$ cat config.mk
export PLATFORM = sky130hd
export DESIGN_NAME = clk_switch_ctrl
export DESIGN_NICKNAME = d
export VERILOG_FILES = /design/src/rtl/clk_ctrl_pkg.sv /design/src/rtl/clk_sw_timer.sv /design/src/rtl/clk_switch_ctrl.sv
export SDC_FILE = /design/constraint.sdc
export NUM_CORES = 1
export LEC_CHECK = 0
export ABC_AREA = 1
export BUFFER_PORTS_ARGS = -buffer_cell sky130_fd_sc_hd__buf_2
export CAP_MARGIN = 20
export CORE_AREA = 2 2 41 51
export DETAILED_ROUTE_END_ITERATION = 8
export DIE_AREA = 0 0 43 53
export GPL_TIMING_DRIVEN = 1
export PLACE_DENSITY = 0.69
export SLEW_MARGIN = 10
export SYNTH_ARGS = -nofsm -noshare
export SYNTH_HDL_FRONTEND = slang
export SYNTH_SLANG_ARGS = --single-unit
$ cat constraint.sdc
create_clock -name clk -period 1.05 [get_ports clk]
set_input_delay 0.0525 -clock clk [delete_from_list [all_inputs] [get_ports clk]]
set_output_delay 0.0525 -clock clk [all_outputs]
set_load 0.01 [all_outputs]
$ cat src/rtl/clk_ctrl_pkg.sv
// clk_ctrl_pkg: shared state encoding, select values and counter width for the clock switch controller
package clk_ctrl_pkg;
  localparam logic [2:0] IDLE      = 3'd0;
  localparam logic [2:0] WAIT_IDLE = 3'd1;
  localparam logic [2:0] GATE_OFF  = 3'd2;
  localparam logic [2:0] SWITCH    = 3'd3;
  localparam logic [2:0] SETTLE_ON = 3'd4;
  localparam logic [2:0] DONE      = 3'd5;
  localparam logic SEL_CLK1 = 1'b1;
  localparam logic SEL_CLK2 = 1'b0;
  localparam int CNT_W = 8;
endpackage

$ cat src/rtl/clk_sw_timer.sv
// clk_sw_timer: loadable down-counter that holds at zero and flags it
module clk_sw_timer
  import clk_ctrl_pkg::*;
#(
  parameter int W = CNT_W
) (
  input  logic         clk,
  input  logic         rst,
  input  logic         load,
  input  logic         dec,
  input  logic [W-1:0] val,
  output logic         zero
);
  logic [W-1:0] cnt;
  always_ff @(posedge clk)
    if (rst) cnt <= '0;
    else if (load) cnt <= val;
    else if (dec && !zero) cnt <= cnt - 1'b1;
  assign zero = cnt == '0;
endmodule

$ cat src/rtl/clk_switch_ctrl.sv
// clk_switch_ctrl: sequences clock mux select behind a frame-idle wait and gated settle windows; CLK_SW_TIMEOUT_EN adds a wait timeout
module clk_switch_ctrl
  import clk_ctrl_pkg::*;
#(
  parameter int SETTLE_CYCLES  = 8,
  parameter bit RESET_SEL      = 1'b1,
  parameter int TIMEOUT_CYCLES = 1024
) (
  input  logic clk,
  input  logic rst,
  input  logic req,
  input  logic req_sel,
  input  logic frame_idle,
  output logic sel,
  output logic gate_en,
  output logic busy,
  output logic ack,
  output logic err
);
  logic [2:0] state, nxt;
  logic tgt, st_zero, timeout;
  wire  settling = state == GATE_OFF || state == SETTLE_ON;
  // settle counter reloads whenever no settle phase is running, so it is primed on entry
  clk_sw_timer #(.W(CNT_W)) u_settle (
    .clk(clk), .rst(rst), .load(!settling), .dec(settling),
    .val(CNT_W'(SETTLE_CYCLES - 1)), .zero(st_zero)
  );
`ifdef CLK_SW_TIMEOUT_EN
  localparam int TO_W = $clog2(TIMEOUT_CYCLES + 1);
  logic to_zero;
  clk_sw_timer #(.W(TO_W)) u_timeout (
    .clk(clk), .rst(rst), .load(state != WAIT_IDLE), .dec(state == WAIT_IDLE),
    .val(TO_W'(TIMEOUT_CYCLES - 1)), .zero(to_zero)
  );
  assign timeout = state == WAIT_IDLE && to_zero;
`else
  assign timeout = 1'b0;
`endif
  always_comb begin
    nxt = IDLE;
    case (state)
      IDLE:      nxt = !req ? IDLE : (req_sel == sel) ? DONE : WAIT_IDLE;
      WAIT_IDLE: nxt = frame_idle ? GATE_OFF : timeout ? DONE : WAIT_IDLE;
      GATE_OFF:  nxt = st_zero ? SWITCH : GATE_OFF;
      SWITCH:    nxt = SETTLE_ON;
      SETTLE_ON: nxt = st_zero ? DONE : SETTLE_ON;
      default:   nxt = IDLE;
    endcase
  end
  always_ff @(posedge clk)
    if (rst) begin
      state   <= IDLE;
      tgt     <= RESET_SEL;
      sel     <= RESET_SEL;
      gate_en <= 1'b1;
      busy    <= 1'b0;
      ack     <= 1'b0;
      err     <= 1'b0;
    end else begin
      state   <= nxt;
      tgt     <= (state == IDLE && req) ? req_sel : tgt;
      sel     <= (state == SWITCH) ? tgt : sel;
      gate_en <= !(nxt inside {GATE_OFF, SWITCH, SETTLE_ON});
      busy    <= nxt inside {WAIT_IDLE, GATE_OFF, SWITCH, SETTLE_ON};
      // leaving WAIT_IDLE straight to DONE only happens on timeout
      ack     <= nxt == DONE && state != WAIT_IDLE;
      err     <= nxt == DONE && state == WAIT_IDLE;
    end
endmodule

Word level (Yosys, flattened, before mapping)
Index checks and enable logic that the tools add are counted.
- bits of input ports: 5
- register bits after elaboration: 17
- logic and storage cells: 43
- eq/ne operators: 12
- reduce and logical (&&, ||, !) cells: 12
- muxes and demuxes: 8
- bitwise operators: 1
- add/subtract/negate cells: 1
- operators with widths (cell ; count):
    one-hot mux 3 bit (5 select lines) ; 1
    equality test 3 x 2 -> 1 bit (second input constant) ; 4
    two-way mux 3 bit ; 4
    equality test 3 bit (second input constant) ; 3
    zero test 8 bit ; 1
    subtractor 8 x 1 -> 8 bit (second input constant) ; 1
    equality test 3 x 1 -> 1 bit (second input constant) ; 2
    logical AND 1 bit ; 4
    nonzero test 4 bit ; 1
    zero test 3 bit ; 1
    != test 3 x 1 -> 1 bit (second input constant) ; 1
    nonzero test 3 bit ; 1
    zero test 1 bit ; 2
    two-way mux 1 bit ; 2
    two-way mux 2 bit ; 1
    != test 2 bit (second input constant) ; 1
    OR reduction 2 bit ; 1
    equality test 1 bit ; 1
    logical OR 1 bit ; 1
    NOT 1 bit ; 1

Logic depth before layout (Yosys ltp)
Gate-level depths: netlist of run 1.
- word-level depth: 7
- mapped depth: 9
- depth with buffers taken out: 9

Hierarchy
From an unflattened synthesis of run 1, not the netlist that was laid out.
- cells, all modules: 172
- area total of the unflattened synthesis: 1071.0 um^2
- by module, submodules not included (module ; cells each ; area each (um^2) ; instances):
    clk_sw_timer ; 104 ; 600.6 ; 1
    clk_switch_ctrl ; 68 ; 470.5 ; 1

Worst setup path after synthesis of run 1
OpenSTA, ideal clock, no wires.
- path type: reg2reg
- from: reg u_settle.cnt[0]
- to: reg u_settle.cnt[5]
- clock period less this slack: 1.166 ns
- required time: 0.931 ns
- library setup time: 0.119 ns
- stages on the path, launching flop included: 10
- setup slack: -0.116 ns
- path buffers: 0
- arrival: 1.046 ns
- cells stage by stage: dfxtp_1 > inv_1 > ha_1 > nand2_1 > nor2_4 > inv_2 > nand2_4 > inv_4 > nand2_1 > a21oi_1
- longest elaborated chain between the ends: 3
- elaborated cells between the ends (all ways): 4
- classes of those cells: add/sub: 1; reduce/logical: 3
- ends and longest elaborated chain (item ; line ; RTL):
    start, declared ; clk_sw_timer.sv:14 ; logic [W-1:0] cnt;
    start signal, assigned ; clk_sw_timer.sv:17 ; else if (load) cnt <= val;
    start signal, assigned ; clk_sw_timer.sv:18 ; else if (dec && !zero) cnt <= cnt - 1'b1;
    parallel branches: the longest is 3 deep, another holds subtractor 8 x 1 -> 8 bit ; n/a ;
Parallel ways; which one is timed is not known.
A chain may end at the register's enable or synchronous reset.

Worst setup path after layout of run 1
- from: reg u_settle.cnt[1]
- to: reg u_settle.cnt[6]
The elaborated chain is that of the path after synthesis.

==> results of run 1 <==
==> critical path, delay by kind of cell (launching register included) <==
family / cells / cell delay [ps]
DFF: 1 / 370
AOI/OAI and AO/OA: 1 / 50
and+or+nand+nor: 4 / 400
buffers and inverters: 3 / 180
adders and majority gates: 1 / 120
==> final timing paths <==
kind | endpoint | depth (start not counted) | startpoint | slack, ps
max | u_settle.cnt[6] | 9 | u_settle.cnt[1] | -170
min | tgt | 5 | req | 120
max reg2reg | u_settle.cnt[6] | 9 | u_settle.cnt[1] | -170
min reg2reg | tgt | 2 | tgt | 500
==> logic make-up (layout without fill, tap and decap cells) <==
group,after synthesis,in the layout
other,1,1
xor gates and xnor gates,7,7
and+or+nand+nor,60,60
DFF,17,17
adders and majority gates,2,2
buffers and inverters,14,47
AOI/OAI and AO/OA,14,14
==> synth_stat cells <==
cell type  instances
nand2_1           27
dfxtp_1           17
nor2_1            13
a21oi_1            9
nand3_1            9
inv_1              7
inv_2              5
xnor2_1            5
nor2_2             4
a21oi_2            2
ha_1               2
nand2_4            2
nor2_4             2
o21ai_0            2
xor2_1             2
clkinv_1           1
conb_1             1
inv_4              1
nand2_2            1
nand4_1            1
nor3_1             1
o21ai_1            1
==> layout make-up <==
cell class / count / area (µm²) / share of cell area [%]
clock buffers: 4 / 26.28 / 2.178
inverters: 14 / 62.56 / 5.187
multi-input cells: 84 / 534.3 / 44.29
well taps: 19 / 23.77 / 1.971
repair buffers: 29 / 203.9 / 16.91
flip-flops and latches: 17 / 355.3 / 29.46
==> cells in the final DEF, fill, tap and decap left out, types with 6 or more instances in the layout <==
cell type	synthesis	routed
nor2_1	13	8
buf_2	0	9
nor2_2	4	6
nand2_1	27	20
dfxtp_1	17	11
nand2_2	1	7
buf_4	0	17
inv_2	5	6
nand3_1	9	7
a21oi_1	9	6
==> sequential cells by signal, indices dropped and copies added (netlist names) <==
signal	count
u_settle.cnt	8
state	3
ack	1
busy	1
err	1
gate_en	1
sel	1
tgt	1
==> timing repair <==
action | 4_1_cts | 5_1_grt
endpoints found under the hold margin | 3 | 0
resized for setup | 9 | 15
setup endpoints to repair | 12 | 14
hold buffers | 2 | 0
gates cloned | 0 | 0
pin swaps | 2 | 11
setup buffers | 0 | 3
==> per-stage QoR <==
stage                     total power, µW  hold slack, ps  util, %  instances  setup WS [ps]
after floorplan                      1049           114.2        -        115         -37.08
after global placement               1180           289.4    59.73        158         -106.7
after detailed placement             1195           294.4    59.73        158         -142.4
after CTS                            1567           104.9    63.94        164         -154.7
after global routing                 1716           142.5    67.51        167         -246.1
final                                1611           119.7    67.51        167         -169.4
==> power groups by stage <==
stage	Sequential, µW	Clock (µW)	Combinational, µW
after global placement	750	0	430
final	741	354	515
after detailed placement	752	0	443
after global routing	747	397	572
after CTS	738	363	466
after floorplan	758	0	292
==> metal layers <==
layer | part of all wire (%) | track usage (%)
met1 | 38 | 18.46
met2 | 59 | 38.13
met3 | 2.0 | 3.072
met4 | 1.7 | 7.576
met5 | 0 | 0
==> results.json, run 1 <==
{
  "cts_root_buf": "clkbuf_4",
  "vdd_ir_drop_max_mv": 0.8876,
  "timing.final.setup_violations": 12,
  "drtAntennaViolNets": 0,
  "drt_iter0_markers": 4,
  "synth_mux_area_share_pct": 0,
  "place.port_buffers": 9,
  "dp.final_hpwl_um": 1428,
  "violated_checks": "negative setup slack",
  "cell_chain_critical_path": "inv_4 > ha_4 > nand2_4 > nor2_4 > inv_2 > nand2_4 > inv_6 > nand2_1 > a21oi_2",
  "cts-htree-levels": 1,
  "ys_seq_area_share_pct": 40.24,
  "grt_first_pass_wirelength_um": 3180,
  "synthesis.instances": 115,
  "synth_top_cell_by_area": "dfxtp_1",
  "layout-drive-gt1-share_pct": 50.00,
  "chipHeight_um": 53,
  "cts_made_buffers": 3,
  "grt_setup_unrepaired": "yes",
  "timing_worst_setup_path_type": "flop to flop",
  "cp_slowest_cell": "dfxtp_4",
  "die_w_um": 43,
  "total_core_area_um2": 1787,
  "row_count": 17,
  "finalNetCount": 156,
  "filler_cell_count": 169,
  "tritoncts_clock_tree": "built",
  "syn_area_per_cell_um2": 7.355,
  "power_report.internal_total_uw": 1077,
  "ys.warnings.count": 0,
  "post-route-period-util_pct": 116.1,
  "area.growth.synth_to_final_pct": 42.60,
  "synth_fp_nets": 122,
  "post_synth_and_or_nand_nor_area_fraction_pct": 33.43,
  "cap_viol_max_count": 0,
  "power_per_cell_area_nw_per_um2": 1335,
  "antenna_violations_before_repair": 0,
  "n_antenna_cell": 0,
  "timing.critical_path.to_type": "flop",
  "ys_ff_latch": 17,
  "ratio_of_routed_vias_to_standard_cells": 4.874,
  "clk_latency_ps": 290,
  "grt_util_all_layers_pct": 18.80,
  "stdcell_area_um2": 1206,
  "synth-adder-area-share_pct": 2.959,
  "gr-total-overflow": 0,
  "globalplace.congestion": 0.8820,
  "xor_and_xnor_fraction_of_the_mapped_netlist_area_pct": 7.249,
  "crit_top_cell": "nand2_4",
  "maximum_number_of_pins_on_one_net_before_global_route_repair": 10,
  "final.setup.worst_slack_ps": -169.4,
  "max_stage_delay_ps": 370,
  "grt_pass1_vias": 806,
  "dominant_combinational_cell_family_by_area_after_synthesis": "simple AND/OR/NAND/NOR gates",
  "finalCriticalPeriod_ps": 1219,
  "hold_violations": 0,
  "p_leak_uw": 0.0005438,
  "cp_data_required_time_ps": 1240,
  "comb_power_share_pct": 32.0,
  "dieArea_um2": 2279,
  "synth_top_cell_area_share_pct": 40.24,
  "detail_route.drc_violations": 0,
  "synth-compound-area-share_pct": 9.172,
  "pin_count": 10,
  "path_max_fanout": 7,
  "cell_area_placed_um2": 1067,
  "fmax_ghz": 0.8201,
  "power.clock.fraction_pct": 22.0,
  "finalMaxSlewViolations": 0,
  "power_frac_seq_pct": 46.0,
  "tritoncts_num_sinks": 17,
  "tns_ps": -1695,
  "post_synth_instance_area_um2": 845.8,
  "drtPass1Iterations": 4,
  "final_setup_skew_ps": 4.368,
  "power.net_switching_uw": 534.2,
  "worst_setup_hold_path_clk_slew_ps": 100,
  "wire_per_inst_um": 11.29,
  "initial_utilization_pct": 47.34,
  "yosys-top-cells-area": "dfxtp_1, nand2_1, nor2_1",
  "critical_path.startpoint_type": "flop",
  "ys_types": 22,
  "result_of_the_run": "finished with violations",
  "clock_tree.buffer_depth": 2,
  "route.final.wire_length_um": 1885,
  "power_switching_share_pct": 33.16,
  "min_path_type": "input pin to flop",
  "data_arrival_at_the_endpoint_of_the_critical_path_ps": 1410,
  "routed-via-count": 814
}
(Power assumes the default switching activity.)
==> run 2, diff against run 1 <==
--- a/config.mk
+++ b/config.mk
@@ -13,6 +13,7 @@
 export DIE_AREA = 0 0 43 53
 export GPL_TIMING_DRIVEN = 1
 export PLACE_DENSITY = 0.69
+export REMOVE_ABC_BUFFERS = 1
 export SLEW_MARGIN = 10
 export SYNTH_ARGS = -nofsm -noshare
 export SYNTH_HDL_FRONTEND = slang
==> results.json, run 2 (synthesized netlist as in run 1, its figures left out) <==
{
  "hold_violations": 0,
  "grt_setup_unrepaired": "yes",
  "result_of_the_run": "finished with violations",
  "min_path_type": "input pin to flop",
  "cp_data_required_time_ps": 1240,
  "area.growth.synth_to_final_pct": 55.47,
  "final.setup.worst_slack_ps": -173.5,
  "finalNetCount": 161,
  "layout_common_cells": "nand2_1, buf_4, dfxtp_1",
  "route.final.wire_length_um": 2011,
  "ratio_of_routed_vias_to_standard_cells": 4.843,
  "critical_path.startpoint_type": "flop",
  "cpLargestDelayFamily": "simple AND/OR/NAND/NOR gates",
  "cell_chain_critical_path": "nor2_4 > nand3_2 > inv_2 > nand2_2 > nand2_2 > nand4_1 > nand2_1 > nand2_1",
  "clk_latency_ps": 290,
  "total_core_area_um2": 1787,
  "timing.final.setup_violations": 12,
  "vdd_ir_drop_max_mv": 1.146,
  "finalMaxSlewViolations": 0,
  "drt_iter0_markers": 13,
  "wire_per_inst_um": 11.69,
  "grt_util_all_layers_pct": 19.97,
  "p_leak_uw": 0.0006087,
  "reg.largest.list": "u_settle.cnt: 8 flops, state: 3 flops",
  "max_stage_delay_ps": 380,
  "stdcell_area_um2": 1315,
  "path_max_fanout": 3,
  "place.port_buffers": 9,
  "drtPass1Iterations": 4,
  "dieArea_um2": 2279,
  "worst_setup_hold_path_clk_slew_ps": 100,
  "max_ffs_per_register": 8,
  "cts_made_buffers": 3,
  "timing.critical_path.to_type": "flop",
  "cell_area_placed_um2": 1050,
  "mostFrequentLayoutCell": "nand2_1",
  "cap_viol_max_count": 0,
  "final_setup_skew_ps": 4.005,
  "power_per_cell_area_nw_per_um2": 1293,
  "post-route-period-util_pct": 116.5,
  "drtAntennaViolNets": 0,
  "die_w_um": 43,
  "cts-htree-levels": 1,
  "grt_first_pass_wirelength_um": 3243,
  "data_arrival_at_the_endpoint_of_the_critical_path_ps": 1410,
  "critical_path.n_buffers_inverters": 1,
  "largest-register": "u_settle.cnt",
  "routed-via-count": 833,
  "row_count": 17,
  "maximum_number_of_pins_on_one_net_before_global_route_repair": 11,
  "detail_route.drc_violations": 0,
  "cp_slowest_cell": "dfxtp_4",
  "final.hold.worst_slack_ps": 190.3,
  "tritoncts_clock_tree": "built",
  "dp.final_hpwl_um": 1314,
  "finalCriticalPeriod_ps": 1224,
  "initial_utilization_pct": 47.34,
  "tritoncts_num_sinks": 17,
  "layout-drive-gt1-share_pct": 56.21,
  "grt_pass1_vias": 824,
  "chipHeight_um": 53,
  "globalplace.congestion": 0.8009,
  "pin_count": 10,
  "antenna_violations_before_repair": 0,
  "cts_root_buf": "clkbuf_4",
  "fmax_ghz": 0.8173,
  "filler_cell_count": 125,
  "clock_tree.buffer_depth": 2,
  "timing_worst_setup_path_type": "flop to flop",
  "n_antenna_cell": 0,
  "violated_checks": "negative setup slack",
  "gr-total-overflow": 0
}
-- run 2: cell count changes in the layout (fill, tap and decap cells not counted), sizes merged --
cell	before	now
buf	27	32
clkbuf	4	3
inv	13	14
-- run 2: stage by stage --
stage	std cells	utilization, %	setup TNS [ps]	setup WS [ps]	power, µW
after CTS	170	67.16	-1150	-120.0	1595
after detailed placement	161	58.75	-1685	-169.8	1174
after floorplan	115	-	-1043	-115.7	1020
final	172	73.60	-1745	-173.5	1700
after global placement	161	58.75	-1326	-138.3	1163
after global routing	172	73.60	-2792	-270.7	1786
-- run 2: report_power, final --
group / leakage, µW / switching [µW] / internal [µW] / total, µW
sequential: 0.000142 / 48.5 / 698 / 747
combinational: 0.000448 / 316 / 281 / 597
clock: 0.0000177 / 214 / 142 / 356
total: 0.000609 / 579 / 1120 / 1700
-- run 2: final timing paths --
kind | start | cells past startpoint | end | slack, ps
max | state[0] | 8 | gate_en | -170
min | req | 5 | state[0] | 190
max reg2reg | state[0] | 8 | gate_en | -170
min reg2reg | sel | 2 | sel | 500
-- run 2: worst register-to-register path, stage by stage (launching register included) --
cell and delay (ps):
dfxtp_4 380, nor2_4 150, nand3_2 120, inv_2 80, nand2_2 50, nand2_2 70
nand4_1 140, nand2_1 90, nand2_1 50
-- run 2: area by class of cell --
type | count | area (µm²) | area share [%]
Sequential cell | 17 | 356.6 | 27.12
Clock inverter | 1 | 5.005 | 0.3806
Inverter | 14 | 67.56 | 5.138
Clock buffer | 3 | 22.52 | 1.713
Tap cell | 19 | 23.77 | 1.808
Timing Repair Buffer | 34 | 249.0 | 18.93
Multi-Input combinational cell | 84 | 590.6 | 44.91
-- run 2: timing repair --
item                       in CTS  in global routing
gates cloned                    0                  0
hold endpoints to repair        5                  0
hold buffers                    2                  0
setup endpoints to repair      14                 14
resized for setup              27                 26
buffers inserted                3                  2
pin swaps                      10                  9
-- run 2: metal layers --
metal	vias to the layer above	share of wire [%]	GRT usage (%)
met2	11	55	39.39
met4	0	1.9	10.61
li1	441	-	-
met1	376	40	18.95
met5	-	0	0
met3	5	2.3	4.096
==> run 3, diff against run 2 <==
--- a/config.mk
+++ b/config.mk
@@ -8,11 +8,12 @@
 export ABC_AREA = 1
 export BUFFER_PORTS_ARGS = -buffer_cell sky130_fd_sc_hd__buf_2
 export CAP_MARGIN = 20
-export CORE_AREA = 2 2 41 51
+export CORE_AREA = 2 2 43 45
 export DETAILED_ROUTE_END_ITERATION = 8
-export DIE_AREA = 0 0 43 53
+export DIE_AREA = 0 0 45 47
 export GPL_TIMING_DRIVEN = 1
-export PLACE_DENSITY = 0.69
+export PLACE_DENSITY = 0.72
+export RECOVER_POWER = 100
 export REMOVE_ABC_BUFFERS = 1
 export SLEW_MARGIN = 10
 export SYNTH_ARGS = -nofsm -noshare
==> constraint.sdc (replaced) <==
create_clock -name clk -period 1.5 [get_ports clk]
set_input_delay 0.075 -clock clk [delete_from_list [all_inputs] [get_ports clk]]
set_output_delay 0.075 -clock clk [all_outputs]
set_load 0.01 [all_outputs]
==> results.json, run 3 (synthesized netlist as in run 1, its figures left out) <==
{
  "result_of_the_run": "completed",
  "place.port_buffers": 9,
  "cts_made_buffers": 3,
  "route.final.wire_length_um": 1487,
  "reg.largest.list": "u_settle.cnt: 8 flops, state: 3 flops",
  "worst_setup_hold_path_clk_slew_ps": 100,
  "layout_common_cells": "nand2_1, dfxtp_1, nor2_1",
  "critPathLaunch": "u_settle.cnt[0]",
  "regToRegSetupSlack_ps": 210,
  "chipHeight_um": 47,
  "wire_per_inst_um": 10.26,
  "row_count": 15,
  "crit_path_end": "u_settle.cnt[7]",
  "cell_count_of_the_worst_reg_to_reg_path": 9,
  "dp.final_hpwl_um": 1134,
  "min_path_type": "input pin to flop",
  "grt_first_pass_wirelength_um": 2366,
  "total_core_area_um2": 1652,
  "timing.critical_path.to_type": "flop",
  "grt_pass1_vias": 558,
  "cap_viol_max_count": 0,
  "antenna_violations_before_repair": 0,
  "hold_violations": 0,
  "dieArea_um2": 2115,
  "n_antenna_cell": 0,
  "cp_data_required_time_ps": 1670,
  "power_per_cell_area_nw_per_um2": 1073,
  "ratio_of_routed_vias_to_standard_cells": 4.883,
  "timing_worst_setup_path_type": "flop to flop",
  "area.growth.synth_to_final_pct": 9.615,
  "max_ffs_per_register": 8,
  "postCtsSetupRepairBufs": 0,
  "cts_root_buf": "clkbuf_4",
  "final.hold.worst_slack_ps": 10.55,
  "stdcell_area_um2": 927.1,
  "drt_iter0_markers": 17,
  "drtAntennaViolNets": 0,
  "initial_utilization_pct": 51.21,
  "multiInputGateArea_um2": 445.4,
  "vdd_ir_drop_max_mv": 0.6550,
  "critical_path.startpoint_type": "flop",
  "final.setup.worst_slack_ps": 210.3,
  "drtPass1Iterations": 4,
  "layout-drive-gt1-share_pct": 14.84,
  "finalNetCount": 136,
  "maximum_number_of_pins_on_one_net_before_global_route_repair": 10,
  "tns_ps": 0,
  "holdBufCountCts": 0,
  "tritoncts_clock_tree": "built",
  "pin_count": 10,
  "dp_worst_setup_slack_ps": 249.2,
  "data_arrival_at_the_endpoint_of_the_critical_path_ps": 1460,
  "fmax_ghz": 0.7754,
  "post-route-period-util_pct": 85.98,
  "final_core_utilization_pct": 56.14,
  "worst_r2r_dst": "u_settle.cnt[7]",
  "die_w_um": 45,
  "beginning_of_the_worst_register_to_register_path": "u_settle.cnt[0]",
  "globalplace.congestion": 0.8526,
  "routed-via-count": 708,
  "mostFrequentLayoutCell": "nand2_1",
  "gr-total-overflow": 0,
  "filler_cell_count": 159,
  "detail_route.drc_violations": 0,
  "grt_util_all_layers_pct": 15.92,
  "path_max_fanout": 7,
  "final_setup_skew_ps": 11.03,
  "cts-htree-levels": 1,
  "timing.hold.worst.start": "rst",
  "clk_latency_ps": 290,
  "post_cts_resized": 0,
  "clock_tree.buffer_depth": 2,
  "area.sequential_um2": 340.3,
  "tritoncts_num_sinks": 17,
  "largest-register": "u_settle.cnt",
  "cell_area_placed_um2": 912.1,
  "grt_setup_unrepaired": "no",
  "p_leak_uw": 0.0004154,
  "finalCriticalPeriod_ps": 1290,
  "timing.final.setup_violations": 0,
  "finalMaxSlewViolations": 0
}
run 3: power by group:
part / total, µW / switching, µW / leakage (µW) / internal (µW)
Combinational: 241 / 155 / 0.000261 / 85.6
Clock: 245 / 141 / 0.0000150 / 103
Sequential: 509 / 23.4 / 0.000140 / 486
run 3: routing by layer:
| metal | up-vias | wire length [µm] | GRT usage [%] |
|---|---|---|---|
| met5 | - | 0 | 0 |
| met4 | 0 | 40 | 10.59 |
| met3 | 4 | 46 | 2.308 |
| met2 | 11 | 605 | 20.29 |
| met1 | 310 | 795 | 24.29 |
| li1 | 383 | - | - |
run 3: final cells by class:
type                    instances  area share (%)
inverters                      14           5.938
well taps                      17           2.294
flip-flops and latches         17           36.71
multi-input cells              84           48.04
clock buffers                   4           2.834
repair buffers                  9           4.184
run 3: worst min-delay path by stage:
| stage | slack, ps | cells after the start | end |
|---|---|---|---|
| after floorplan | 140 | 1 | busy |
| after detailed placement | 310 | 3 | tgt |
| after CTS | 10 | 3 | tgt |
| after global placement | 300 | 3 | tgt |
| after global routing | 20 | 2 | busy |
| final | 10 | 2 | busy |
run 3: worst max-delay path, cell delays in order (launching register included):
cell and delay (ps):
dfxtp_1 330, inv_1 110, ha_1 160, nand2_1 80
nor2_4 150, inv_1 80, nand2_4 100, inv_4 60
nand2_1 60, a21oi_1 50
run 3: through the flow:
stage                     std cells  power, µW
final                           145      994.7
after global routing            145       1050
after CTS                       145       1005
after detailed placement        141      768.4
after global placement          141      761.4
after floorplan                 115      714.1
